--- src/rtl/ad_frame_pkg.sv ---
// Shared definitions for the ADC/test-pattern framer: word layout, magics,
// output FSM encoding and helpers that build each kind of frame word.
// Optional trailer/checksum support is selected by the AD_FRAME_CRC_EN macro.
package ad_frame_pkg;

  localparam int WORD_W  = 32;
  localparam int SAMP_W  = 24;
  localparam int ENTRY_W = SAMP_W + 1;   // sample plus source tag

  localparam logic [7:0] HDR_MAGIC = 8'hA5;
  localparam logic [7:0] TLR_MAGIC = 8'h5A;

`ifdef AD_FRAME_CRC_EN
  typedef enum logic [1:0] {
    ST_IDLE = 2'd0,
    ST_HEAD = 2'd1,
    ST_DATA = 2'd2,
    ST_TAIL = 2'd3
  } state_t;
`else
  typedef enum logic [1:0] {
    ST_IDLE = 2'd0,
    ST_HEAD = 2'd1,
    ST_DATA = 2'd2
  } state_t;
`endif

  // FIFO entry: tag=1 marks a test-pattern sample
  typedef struct packed {
    logic              tag;
    logic [SAMP_W-1:0] sample;
  } entry_t;

  function automatic logic [WORD_W-1:0] head_word(input logic [7:0] seq,
                                                  input logic [7:0] len);
    return {HDR_MAGIC, seq, len, 8'h00};
  endfunction

  function automatic logic [WORD_W-1:0] data_word(input entry_t e);
    return {7'h00, e.tag, e.sample};
  endfunction

  function automatic logic [WORD_W-1:0] tail_word(input logic [7:0]  seq,
                                                  input logic [15:0] csum);
    return {TLR_MAGIC, seq, csum};
  endfunction

endpackage

--- src/rtl/ad_frame_fifo.sv ---
// Show-ahead sample FIFO: the head entry is visible on rd_data whenever
// empty is low. A write while full is taken only if a pop happens the
// same cycle, so a full FIFO being drained still accepts a new sample.
module ad_frame_fifo #(
  parameter int AW = 4,
  parameter int DW = 25
) (
  input  logic          clk,
  input  logic          rst_n,
  input  logic          wr_en,
  input  logic [DW-1:0] wr_data,
  input  logic          rd_en,
  output logic [DW-1:0] rd_data,
  output logic          full,
  output logic          empty
);

  localparam int DEPTH = 1 << AW;

  logic [DW-1:0] mem [DEPTH];
  logic [AW:0]   wr_ptr;
  logic [AW:0]   rd_ptr;
  logic          push;
  logic          pop;

  // extra pointer MSB distinguishes full from empty when the indices match
  assign empty   = (wr_ptr == rd_ptr);
  assign full    = (wr_ptr[AW] != rd_ptr[AW]) &&
                   (wr_ptr[AW-1:0] == rd_ptr[AW-1:0]);
  assign pop     = rd_en && !empty;
  assign push    = wr_en && (!full || pop);
  assign rd_data = mem[rd_ptr[AW-1:0]];

  // pointer update; both may move in the same cycle
  always_ff @(posedge clk or negedge rst_n) begin
    if (!rst_n) begin
      wr_ptr <= '0;
      rd_ptr <= '0;
    end else begin
      if (push) wr_ptr <= wr_ptr + 1'b1;
      if (pop)  rd_ptr <= rd_ptr + 1'b1;
    end
  end

  // storage array, no reset needed since empty gates every read use
  always_ff @(posedge clk) begin
    if (push) mem[wr_ptr[AW-1:0]] <= wr_data;
  end

endmodule

--- src/rtl/ad_frame.sv ---
// ADC / test-pattern sample framer. Selected samples are tagged and queued
// in a FIFO; the output FSM wraps them into frames of cfg_frm_len samples
// (0 = 256): a header word, the data words, and with AD_FRAME_CRC_EN defined
// a trailer carrying a 16-bit sum of the frame's samples.
module ad_frame
  import ad_frame_pkg::*;
#(
  parameter int FIFO_AW = 4
) (
  input  logic              clk_sys,
  input  logic              rst_n,
  input  logic [SAMP_W-1:0] ad_data,
  input  logic              ad_vld,
  input  logic [SAMP_W-1:0] tp_data,
  input  logic              tp_vld,
  input  logic [7:0]        cfg_ad_tp,
  input  logic [7:0]        cfg_frm_len,
  output logic [WORD_W-1:0] frm_data,
  output logic              frm_vld,
  input  logic              frm_rdy,
  output logic              frm_sop,
  output logic              frm_eop,
  output logic [7:0]        ovf_cnt
);

  state_t             state;
  state_t             nxt;
  logic               sel_tp;
  logic               sel_vld;
  entry_t             sel_entry;
  logic [ENTRY_W-1:0] rd_data;
  entry_t             head;
  logic               full;
  logic               empty;
  logic               pop;
  logic               wr;
  logic               drop;
  logic               last;
  logic               seq_inc;
  logic [7:0]         seq;
  logic [7:0]         len_q;
  logic [7:0]         cnt;

  // source select is purely combinational, so it can change per sample
  assign sel_tp    = |cfg_ad_tp;
  assign sel_vld   = sel_tp ? tp_vld : ad_vld;
  assign sel_entry = sel_tp ? entry_t'({1'b1, tp_data}) : entry_t'({1'b0, ad_data});

  // a pop frees a slot in the same cycle, so full+pop still accepts
  assign pop  = (state == ST_DATA) && !empty && frm_rdy;
  assign wr   = sel_vld && (!full || pop);
  assign drop = sel_vld && full && !pop;
  assign head = entry_t'(rd_data);

  // 8-bit compare: a latched length of 0 ends the frame at count 255
  assign last = (cnt == len_q - 8'd1);

  ad_frame_fifo #(
    .AW (FIFO_AW),
    .DW (ENTRY_W)
  ) u_fifo (
    .clk     (clk_sys),
    .rst_n   (rst_n),
    .wr_en   (wr),
    .wr_data (sel_entry),
    .rd_en   (pop),
    .rd_data (rd_data),
    .full    (full),
    .empty   (empty)
  );

  // dropped-sample counter, sticks at all-ones
  always_ff @(posedge clk_sys or negedge rst_n) begin
    if (!rst_n)                         ovf_cnt <= '0;
    else if (drop && ovf_cnt != 8'hFF)  ovf_cnt <= ovf_cnt + 8'd1;
  end

  // output FSM state register
  always_ff @(posedge clk_sys or negedge rst_n) begin
    if (!rst_n) state <= ST_IDLE;
    else        state <= nxt;
  end

  // frame context: length latched at frame start so later cfg edits wait
  always_ff @(posedge clk_sys or negedge rst_n) begin
    if (!rst_n) begin
      len_q <= '0;
      cnt   <= '0;
      seq   <= '0;
    end else begin
      if (state == ST_IDLE && !empty) begin
        len_q <= cfg_frm_len;
        cnt   <= '0;
      end else if (pop) begin
        cnt <= cnt + 8'd1;
      end
      if (seq_inc) seq <= seq + 8'd1;
    end
  end

`ifdef AD_FRAME_CRC_EN
  logic [15:0] csum;

  // running checksum of the current frame, low 16 bits of each sample
  always_ff @(posedge clk_sys or negedge rst_n) begin
    if (!rst_n)                          csum <= '0;
    else if (state == ST_IDLE && !empty) csum <= '0;
    else if (pop)                        csum <= csum + head.sample[15:0];
  end
`endif

  // next-state and frame word generation; outputs depend only on state and
  // FIFO head, so they hold steady while the sink stalls
  always_comb begin
    nxt      = state;
    frm_vld  = 1'b0;
    frm_sop  = 1'b0;
    frm_eop  = 1'b0;
    frm_data = '0;
    seq_inc  = 1'b0;
    case (state)
      ST_IDLE: begin
        if (!empty) nxt = ST_HEAD;
      end
      ST_HEAD: begin
        frm_vld  = 1'b1;
        frm_sop  = 1'b1;
        frm_data = head_word(seq, len_q);
        if (frm_rdy) nxt = ST_DATA;
      end
      ST_DATA: begin
        frm_vld = !empty;
        if (!empty) frm_data = data_word(head);
`ifdef AD_FRAME_CRC_EN
        if (pop && last) nxt = ST_TAIL;
`else
        frm_eop = !empty && last;
        if (pop && last) begin
          nxt     = ST_IDLE;
          seq_inc = 1'b1;
        end
`endif
      end
`ifdef AD_FRAME_CRC_EN
      ST_TAIL: begin
        frm_vld  = 1'b1;
        frm_eop  = 1'b1;
        frm_data = tail_word(seq, csum);
        if (frm_rdy) begin
          nxt     = ST_IDLE;
          seq_inc = 1'b1;
        end
      end
`endif
      default: nxt = ST_IDLE;
    endcase
  end

endmodule

--- config.mk ---
export PLATFORM = sky130hd
export DESIGN_NAME = ad_frame
export DESIGN_NICKNAME = d
export VERILOG_FILES = /design/src/rtl/ad_frame_pkg.sv /design/src/rtl/ad_frame_fifo.sv /design/src/rtl/ad_frame.sv
export SDC_FILE = /design/constraint.sdc
export NUM_CORES = 1
export LEC_CHECK = 0
export BUFFER_PORTS_ARGS = -buffer_cell sky130_fd_sc_hd__buf_2
export CAP_MARGIN = 10
export CORE_UTILIZATION = 43
export DETAILED_ROUTE_END_ITERATION = 6
export SETUP_SLACK_MARGIN = 0.02
export SLEW_MARGIN = 20
export SYNTH_ARGS = -nofsm -noshare
export SYNTH_HDL_FRONTEND = slang
export SYNTH_SLANG_ARGS = --single-unit
--- constraint.sdc ---
create_clock -name clk_sys -period 5.55 [get_ports clk_sys]
set_input_delay 0.2775 -clock clk_sys [delete_from_list [all_inputs] [get_ports clk_sys]]
set_output_delay 0.2775 -clock clk_sys [all_outputs]
set_load 0.005 [all_outputs]
==> flow_metrics.py, run 1 <==
metrics = {
    "clock_network": {
        "cts_made_buffers": 47,
        "path_clk_slew_ns": 0.06,
        "clock-sinks": 444,
        "cts_tree": "built",
        "cts_buffer_depth": 3,
        "root_buffer": "clkbuf_16",
        "worstSkewPairLatency_ns": 0.57,
        "h-tree-depth": 2,
        "post_cts_buffers": 0,
    },
    "global_routing": {
        "grt_pass1_wl_mm": 58.2,
        "overflow": 0,
        "grt_pass1_vias": 9193,
        "antenna_found_initial": 1,
        "track_usage": 0.183,
        "grt_max_degree": 104,
    },
    "worst_setup_path": {
        "max_stage_delay_ns": 0.87,
        "worstPathBufferInverterCount": 3,
        "path_cells": "buf_4, mux4_2, mux4_2, inv_1, o21ai_0, buf_2",
        "critPathKind": "reg2out",
        "cp_max_fo": 64,
        "regToRegSetupSlack_ns": 1.96,
        "cp_top_family": "buffers and inverters",
        "cp-start-kind": "register",
        "crit_path_top_delay_cell": "dfrtp_4",
        "path_common_cell": "mux4_2",
        "cp.required_ns": 5.27,
        "arrival_ns": 3.69,
        "crit_path_end_kind": "primary output",
    },
    "pwr": {
        "internal_power_mw": 7.06,
        "p_per_area_nw_per_um2": 474,
        "p_leak_nw": 7.13,
        "clockPowerShare": 0.301,
        "swShare": 0.292,
        "irDropWorstVdd_v": 0.000392,
        "power_frac_seq": 0.433,
        "p_switching_mw": 2.91,
        "total_power_mw": 9.96,
        "pwr-share-comb": 0.267,
    },
    "sta": {
        "layout_setup_ws_ns": 1.59,
        "hold_violations": 0,
        "slew_violations": 0,
        "skew_ns": 0.0161,
        "rsz0062_at_grt": "false",
        "fmax_ghz": 0.252,
        "fin_setup_tns_ns": 0,
        "fin_crit_ns": 3.96,
        "slew_headroom": 0.295,
        "setup_viol": 0,
        "post-route-period-util": 0.714,
        "tightest_slew_ns": 1.05,
    },
    "synthesis": {
        "ys_seq_area_frac": 0.720,
        "ys_types": 55,
        "synth-warning-count": 0,
        "syn-instance-count": 916,
        "syn_avg_cell_area_um2": 19.9,
        "synthFlopType": "edfxtp_1",
        "async_flop_share": 0.0991,
        "synth_seq_cells": 444,
        "syn-cell-area_um2": 18200,
        "synth_edf_count": 400,
    },
    "placed_design": {
        "hpwl_mm": 22.1,
        "gp_congestion": 0.812,
        "port_buffers": 107,
        "pre_cts_ws_ns": 1.99,
    },
    "finish": {
        "area_growth_pct": 15.3,
        "regArea_um2": 13100,
        "multi_input_area_um2": 4860,
        "nNetsFinal": 1135,
        "n_fill_cell": 3361,
        "drive_above_1_share": 0.344,
        "antenna_cells": 0,
    },
    "drt": {
        "final_antenna_net_count": 0,
        "drc": 0,
        "wl_per_cell_um": 23.7,
        "drt-vias-per-instance": 5.46,
        "drt-pass1-iter-count": 5,
        "drt_iter0_drc": 1020,
        "route.vias.total": 8893,
        "drt_wl_total_mm": 38.6,
    },
    "floorplanning": {
        "num_io_pins": 112,
        "rows": 75,
        "die_h_um": 208,
        "design.core.area_um2": 41900,
        "fp.dieW_um": 208,
        "die_area_um2": 43200,
        "initial_utilization": 0.435,
    },
    "run_status": {
        "status": "complete, no violations",
    },
    "min_path": {
        "hold_path_class": "in2reg",
    },
    "flow_run": {
        "drv_cap": 0,
    },
}
==> power groups by stage <==
stage	logic (mW)	clock network [mW]	registers, mW
2_1_floorplan	2.04	0	4.20
3_3_place_gp	2.71	0	4.37
3_5_place_dp	2.71	0	4.38
4_1_cts	2.72	3.07	4.31
5_1_grt	2.90	3.17	4.34
6_report	2.66	2.99	4.31
==> registers in the layout, summed over array words and instances, names as in the netlist <==
name,cells
u_fifo.mem,400
cnt,8
len_q,8
ovf_cnt,8
seq,8
u_fifo.rd_ptr,5
u_fifo.wr_ptr,5
state,2
==> timing repair <==
action / in CTS / in global routing
hold endpoints to repair: 52 / 0
resized for setup: 0 / 0
hold buffers: 9 / 0
==> per-stage QoR <==
step	area, um^2	util	cells	hold WS [ns]
floorplan	18200	-	919	-0.0181
global placement	19400	0.464	1533	0.481
detailed placement	19400	0.464	1533	0.482
CTS	21000	0.501	1627	0.0676
global route	21000	0.502	1628	0.115
finish	21000	0.502	1628	0.108
==> layout by cell type (no fill, tap or decap), types with 20 or more instances in the layout <==
cell type and n:
nand2_1 35, inv_1 28, xor2_1 20, clkbuf_16 47, xnor2_1 20, mux2_2 31
dfrtp_1 40, mux4_2 125, buf_2 106, edfxtp_1 400, o21ai_0 22
==> final cells by class <==
type                            count  area share
Sequential cell                   444       0.625
Multi-Input combinational cell    398       0.231
Clock buffer                       63      0.0589
Timing Repair Buffer              134      0.0375
Tap cell                          539      0.0321
Clock inverter                     22      0.0101
Inverter                           28     0.00500
==> worst reg2reg max path, stage by stage, from the launching register on <==
cell and delay (ns):
dfrtp_2 0.96, xnor2_1 0.19, nand4_1 0.24, nor2_1 0.11
nor2_1 0.44, nand2_1 0.37, nor2_4 0.89
==> per-layer routing <==
| metal | wire, um | share of wire | global-route usage | vias to the layer above |
|---|---|---|---|---|
| met3 | 1910 | 0.050 | 0.0312 | 51 |
| met5 | 0 | 0 | 0 | - |
| met2 | 18500 | 0.48 | 0.291 | 254 |
| met1 | 17300 | 0.45 | 0.261 | 4606 |
| met4 | 787 | 0.020 | 0.0559 | 0 |
| li1 | - | - | - | 3982 |
==> cell families after synthesis <==
kind of cell | share of synthesized area
mux | 0.175
simple gates | 0.0373
other cells | 0.000206
fa+ha+maj | 0.00893
compound gates | 0.0188
buf+inv | 0.0197
flops | 0.720
xor+xnor | 0.0201
==> Yosys cell counts, drive strengths merged, types with 5 or more instances <==
cell / instances / share of area
a21oi: 6 / 0.0019
buf: 31 / 0.010
clkbuf: 18 / 0.0037
dfrtp: 44 / 0.060
edfxtp: 400 / 0.66
ha: 13 / 0.0089
inv: 28 / 0.0058
mux2: 31 / 0.019
mux4: 125 / 0.15
nand2: 36 / 0.0074
nand3: 10 / 0.0027
nand4: 12 / 0.0041
nor2: 26 / 0.0054
nor2b: 9 / 0.0031
nor3: 11 / 0.0033
nor4: 5 / 0.0021
o21ai: 24 / 0.0066
xnor2: 21 / 0.011
xor2: 20 / 0.0096
==> final timing paths <==
check / end / cells after the start / from
worst max-delay path: frm_data[18] / 6 / u_fifo.rd_ptr[1]
worst min-delay path: state[0] / 3 / frm_rdy
worst max register to register: u_fifo.mem[10][6] / 6 / u_fifo.rd_ptr[3]
worst min register to register: ovf_cnt[7] / 1 / ovf_cnt[7]
max in group asynchronous: u_fifo.rd_ptr[1] / 2 / rst_n
min in group asynchronous: seq[7] / 2 / rst_n
No activity file was read; power rests on OpenSTA's default activity.
==> run 2: changes to the inputs <==
clock period = 3.4 ns   (was 5.55 ns; I/O delays follow)
==> flow_metrics.py, run 2 (synthesized netlist as in run 1, its figures left out) <==
metrics = {
    "finish": {
        "area_growth_pct": 17.4,
        "n_fill_cell": 3353,
        "final_cell_mix": "edfxtp_1, mux4_2, buf_2, clkbuf_16, dfrtp_1",
        "nNetsFinal": 1153,
        "drive_above_1_share": 0.361,
        "regArea_um2": 13100,
        "antenna_cells": 0,
        "layoutNonFillerInstCount": 1647,
        "multi_input_area_um2": 4890,
        "postLayoutCoreUtil": 0.511,
        "largest_reg_flops": 400,
        "fin_area_um2": 21400,
        "layout_commonest_cell": "edfxtp_1",
    },
    "floorplanning": {
        "num_io_pins": 112,
        "fp.dieW_um": 208,
        "die_area_um2": 43200,
        "initial_utilization": 0.435,
        "design.core.area_um2": 41900,
        "rows": 75,
        "die_h_um": 208,
    },
    "pwr": {
        "total_power_mw": 16.7,
        "p_per_area_nw_per_um2": 782,
        "irDropWorstVdd_v": 0.000492,
        "p_leak_nw": 7.33,
    },
    "sta": {
        "layout_setup_ws_ns": 0.201,
        "tightest_slew_ns": 0.924,
        "setup_viol": 0,
        "fmax_ghz": 0.313,
        "fin_crit_ns": 3.20,
        "slew_violations": 0,
        "whs_ns": 0.133,
        "hold_violations": 0,
        "skew_ns": 0.0228,
        "post-route-period-util": 0.941,
        "rsz0062_at_grt": "false",
        "fin_setup_tns_ns": 0,
        "slew_headroom": 0.382,
    },
    "global_routing": {
        "overflow": 0,
        "track_usage": 0.187,
        "grt_max_degree": 104,
        "grt_pass1_vias": 9327,
        "antenna_found_initial": 3,
        "grt_pass1_wl_mm": 59.6,
    },
    "flow_run": {
        "drv_cap": 0,
    },
    "placed_design": {
        "placed_cells": 1551,
        "hpwl_mm": 22.8,
        "placedInstanceArea_um2": 19700,
        "gp_congestion": 0.839,
        "port_buffers": 107,
        "pre_cts_ws_ns": 0.400,
    },
    "drt": {
        "drt-pass1-iter-count": 5,
        "drt-vias-per-instance": 5.53,
        "wl_per_cell_um": 23.8,
        "drc": 0,
        "drt_iter0_drc": 863,
        "final_antenna_net_count": 0,
        "route.vias.total": 9112,
        "drt_wl_total_mm": 39.2,
    },
    "clock_network": {
        "post_cts_buffers": 0,
        "cts_tree": "built",
        "worstSkewPairLatency_ns": 0.59,
        "h-tree-depth": 2,
        "path_clk_slew_ns": 0.06,
        "cts_made_buffers": 47,
        "root_buffer": "clkbuf_16",
        "clock-sinks": 444,
        "cts_buffer_depth": 3,
    },
    "worst_setup_path": {
        "cp_max_fo": 65,
        "critPathKind": "reg2out",
        "cp.required_ns": 3.23,
        "crit_path_end_kind": "primary output",
        "arrival_ns": 3.03,
        "cp-start-kind": "register",
    },
    "min_path": {
        "hold_path_class": "in2reg",
    },
    "run_status": {
        "status": "complete, no violations",
    },
}
run 2: worst paths after layout:
kind,startpoint,to,cells past startpoint,slack (ns)
setup / recovery,u_fifo.rd_ptr[0],frm_data[12],6,0.20
hold / removal,tp_data[7],u_fifo.mem[10][7],2,0.13
setup reg to reg,u_fifo.wr_ptr[3],u_fifo.mem[3][23],7,0.48
hold reg to reg,ovf_cnt[7],ovf_cnt[7],1,0.49
max in group asynchronous,rst_n,u_fifo.rd_ptr[1],3,2.51
min in group asynchronous,rst_n,ovf_cnt[5],2,0.19
run 2: power by group:
group,switching (mW),internal (mW)
logic,2.45,2.18
registers,0.324,6.58
clock network,2.13,3.06
run 2: what timing repair did:
item | 4_1_cts | 5_1_grt
hold buffers | 10 | 0
endpoints found under the hold margin | 37 | 0
resized for setup | 0 | 1
setup endpoints to repair | 0 | 2
run 2: area by class of cell:
class,count,share of cell area
clock buffer,57,0.0577
inverter,28,0.00492
tap,539,0.0315
multi-input combinational,398,0.229
timing repair buffer,152,0.0471
sequential,444,0.614
clock inverter,29,0.0160
run 2: critical path, cell delays in order, from the launching register on:
cell and delay [ns]:
dfrtp_4 0.46, buf_16 0.41, mux4_2 0.62, mux4_2 0.48, inv_1 0.15, o21ai_0 0.11
buf_2 0.15
run 2: per-layer routing:
| layer | up-vias | track usage | wire length (um) |
|---|---|---|---|
| met3 | 48 | 0.0395 | 2370 |
| met5 | - | 0 | 0 |
| met1 | 4786 | 0.266 | 17500 |
| met2 | 271 | 0.298 | 18800 |
| li1 | 4007 | - | - |
| met4 | 0 | 0.0437 | 625 |
==> run 3: changes to the inputs <==
CORE_UTILIZATION = 24   (was 43)
==> flow_metrics.py, run 3 (synthesized netlist as in run 1, its figures left out) <==
metrics = {
    "finish": {
        "nNetsFinal": 1152,
        "n_fill_cell": 7204,
        "final_cell_mix": "edfxtp_1, mux4_2, buf_2, clkbuf_16, dfrtp_1",
        "layout_commonest_cell": "edfxtp_1",
        "multi_input_area_um2": 4890,
        "antenna_cells": 0,
        "regArea_um2": 13100,
        "largest_reg_flops": 400,
        "area_growth_pct": 20.3,
        "drive_above_1_share": 0.354,
    },
    "clock_network": {
        "h-tree-depth": 2,
        "cts_buffer_depth": 3,
        "path_clk_slew_ns": 0.06,
        "worstSkewPairLatency_ns": 0.58,
        "cts_tree": "built",
        "cts_made_buffers": 46,
        "root_buffer": "clkbuf_16",
        "clock-sinks": 444,
    },
    "pwr": {
        "p_per_area_nw_per_um2": 765,
        "swShare": 0.297,
        "clockPowerShare": 0.300,
        "pwr-share-comb": 0.284,
        "internal_power_mw": 11.8,
        "p_switching_mw": 4.97,
        "power_frac_seq": 0.416,
        "irDropWorstVdd_v": 0.000398,
        "p_leak_nw": 7.31,
    },
    "worst_setup_path": {
        "crit_path_end_kind": "primary output",
        "critPathKind": "reg2out",
        "cp.required_ns": 3.23,
        "cp-start-kind": "register",
        "reg2reg_from": "state[0]",
        "arrival_ns": 3.10,
        "crit_path_top_delay_cell": "dfrtp_4",
        "path_cells": "buf_12, mux4_2, mux4_2, inv_1, o21ai_0, buf_2",
        "path_common_cell": "mux4_2",
        "startpoint": "u_fifo.rd_ptr[1]",
        "max_stage_delay_ns": 0.61,
        "cp_max_fo": 88,
    },
    "drt": {
        "drt_wl_total_mm": 42.7,
        "drt_iter0_drc": 790,
        "drc": 0,
        "drt-vias-per-instance": 4.47,
        "wl_per_cell_um": 20.6,
        "final_antenna_net_count": 0,
        "route.vias.total": 9290,
        "drt-pass1-iter-count": 5,
    },
    "floorplanning": {
        "initial_utilization": 0.244,
        "die_area_um2": 77000,
        "num_io_pins": 112,
        "rows": 100,
        "die_h_um": 277,
        "fp.dieW_um": 277,
        "design.core.area_um2": 74700,
    },
    "sta": {
        "fin_crit_ns": 3.27,
        "slew_violations": 0,
        "skew_ns": 0.0260,
        "rsz0062_at_grt": "false",
        "fin_setup_tns_ns": 0,
        "whs_ns": 0.0627,
        "hold_violations": 0,
        "fmax_ghz": 0.306,
        "slew_headroom": 0.490,
        "setup_viol": 0,
        "tightest_slew_ns": 0.765,
        "post-route-period-util": 0.963,
    },
    "global_routing": {
        "antenna_found_initial": 0,
        "groute.layer.met2.usage": 0.171,
        "track_usage": 0.110,
        "gr-max-usage-layer": "met2",
        "grt_use_met3": 0.0227,
        "grtUsageMet1": 0.159,
        "grt_max_degree": 89,
        "grt_pass1_wl_mm": 63.7,
        "overflow": 0,
        "grt_pass1_vias": 9474,
    },
    "flow_run": {
        "drv_cap": 0,
    },
    "placed_design": {
        "port_buffers": 107,
        "gp_congestion": 0.800,
        "hpwl_mm": 27.4,
    },
    "min_path": {
        "hold_path_class": "in2async",
    },
    "run_status": {
        "status": "complete, no violations",
    },
}
[run 3: path summary, 6_finish.rpt]
path	cells past startpoint	slack (ns)	to
max	6	0.13	frm_data[24]
min	2	0.06	len_q[7]
max reg2reg	9	0.35	u_fifo.mem[8][5]
min reg2reg	1	0.49	ovf_cnt[5]
max in group asynchronous	3	2.55	u_fifo.rd_ptr[0]
min in group clk_sys	4	0.19	ovf_cnt[0]
[run 3: layout make-up]
type	count	share of cell area
tap	969	0.0554
inverter	28	0.00480
clock buffer	53	0.0547
multi-input combinational	398	0.224
sequential	444	0.599
timing repair buffer	152	0.0484
clock inverter	32	0.0140
[run 3: per-layer routing]
metal  up-vias  wire [um]
li1       4010          -
met1      4920      19800
met2       310      19900
met3        50       2420
met4         0        581
met5         -          0
[run 3: timing repair]
| item | CTS | global route |
|---|---|---|
| setup buffers | 0 | 0 |
| gates resized for setup | 0 | 1 |
| setup endpoints to repair | 0 | 4 |
| hold buffers | 10 | 0 |
| hold endpoints to repair | 32 | 0 |
[run 3: power by group through the flow]
stage,registers (mW),clock network (mW),logic (mW)
floorplan,6.85,0,3.34
global placement,7.04,0,4.74
detailed placement,7.06,0,4.78
CTS,6.95,5.16,4.81
global route,7.02,5.37,5.15
finish,6.96,5.03,4.76
[run 3: metrics by stage]
| step | std cells | setup WS (ns) | power, mW | utilization | instance area (um^2) |
|---|---|---|---|---|---|
| global placement | 1980 | 0.257 | 11.8 | 0.271 | 20300 |
| global route | 2076 | 0.0293 | 17.6 | 0.293 | 21900 |
| detailed placement | 1980 | 0.178 | 11.8 | 0.271 | 20300 |
| CTS | 2075 | 0.0692 | 16.9 | 0.293 | 21900 |
| finish | 2076 | 0.127 | 16.8 | 0.293 | 21900 |
| floorplan | 919 | 0.388 | 10.2 | - | 18200 |
[run 3: worst max-delay path, delay by kind of cell, from the launching register on]
kind | cells | cell delay (ns)
buf+inv | 3 | 0.75
mux | 2 | 0.99
flops | 1 | 0.61
compound gates | 1 | 0.11
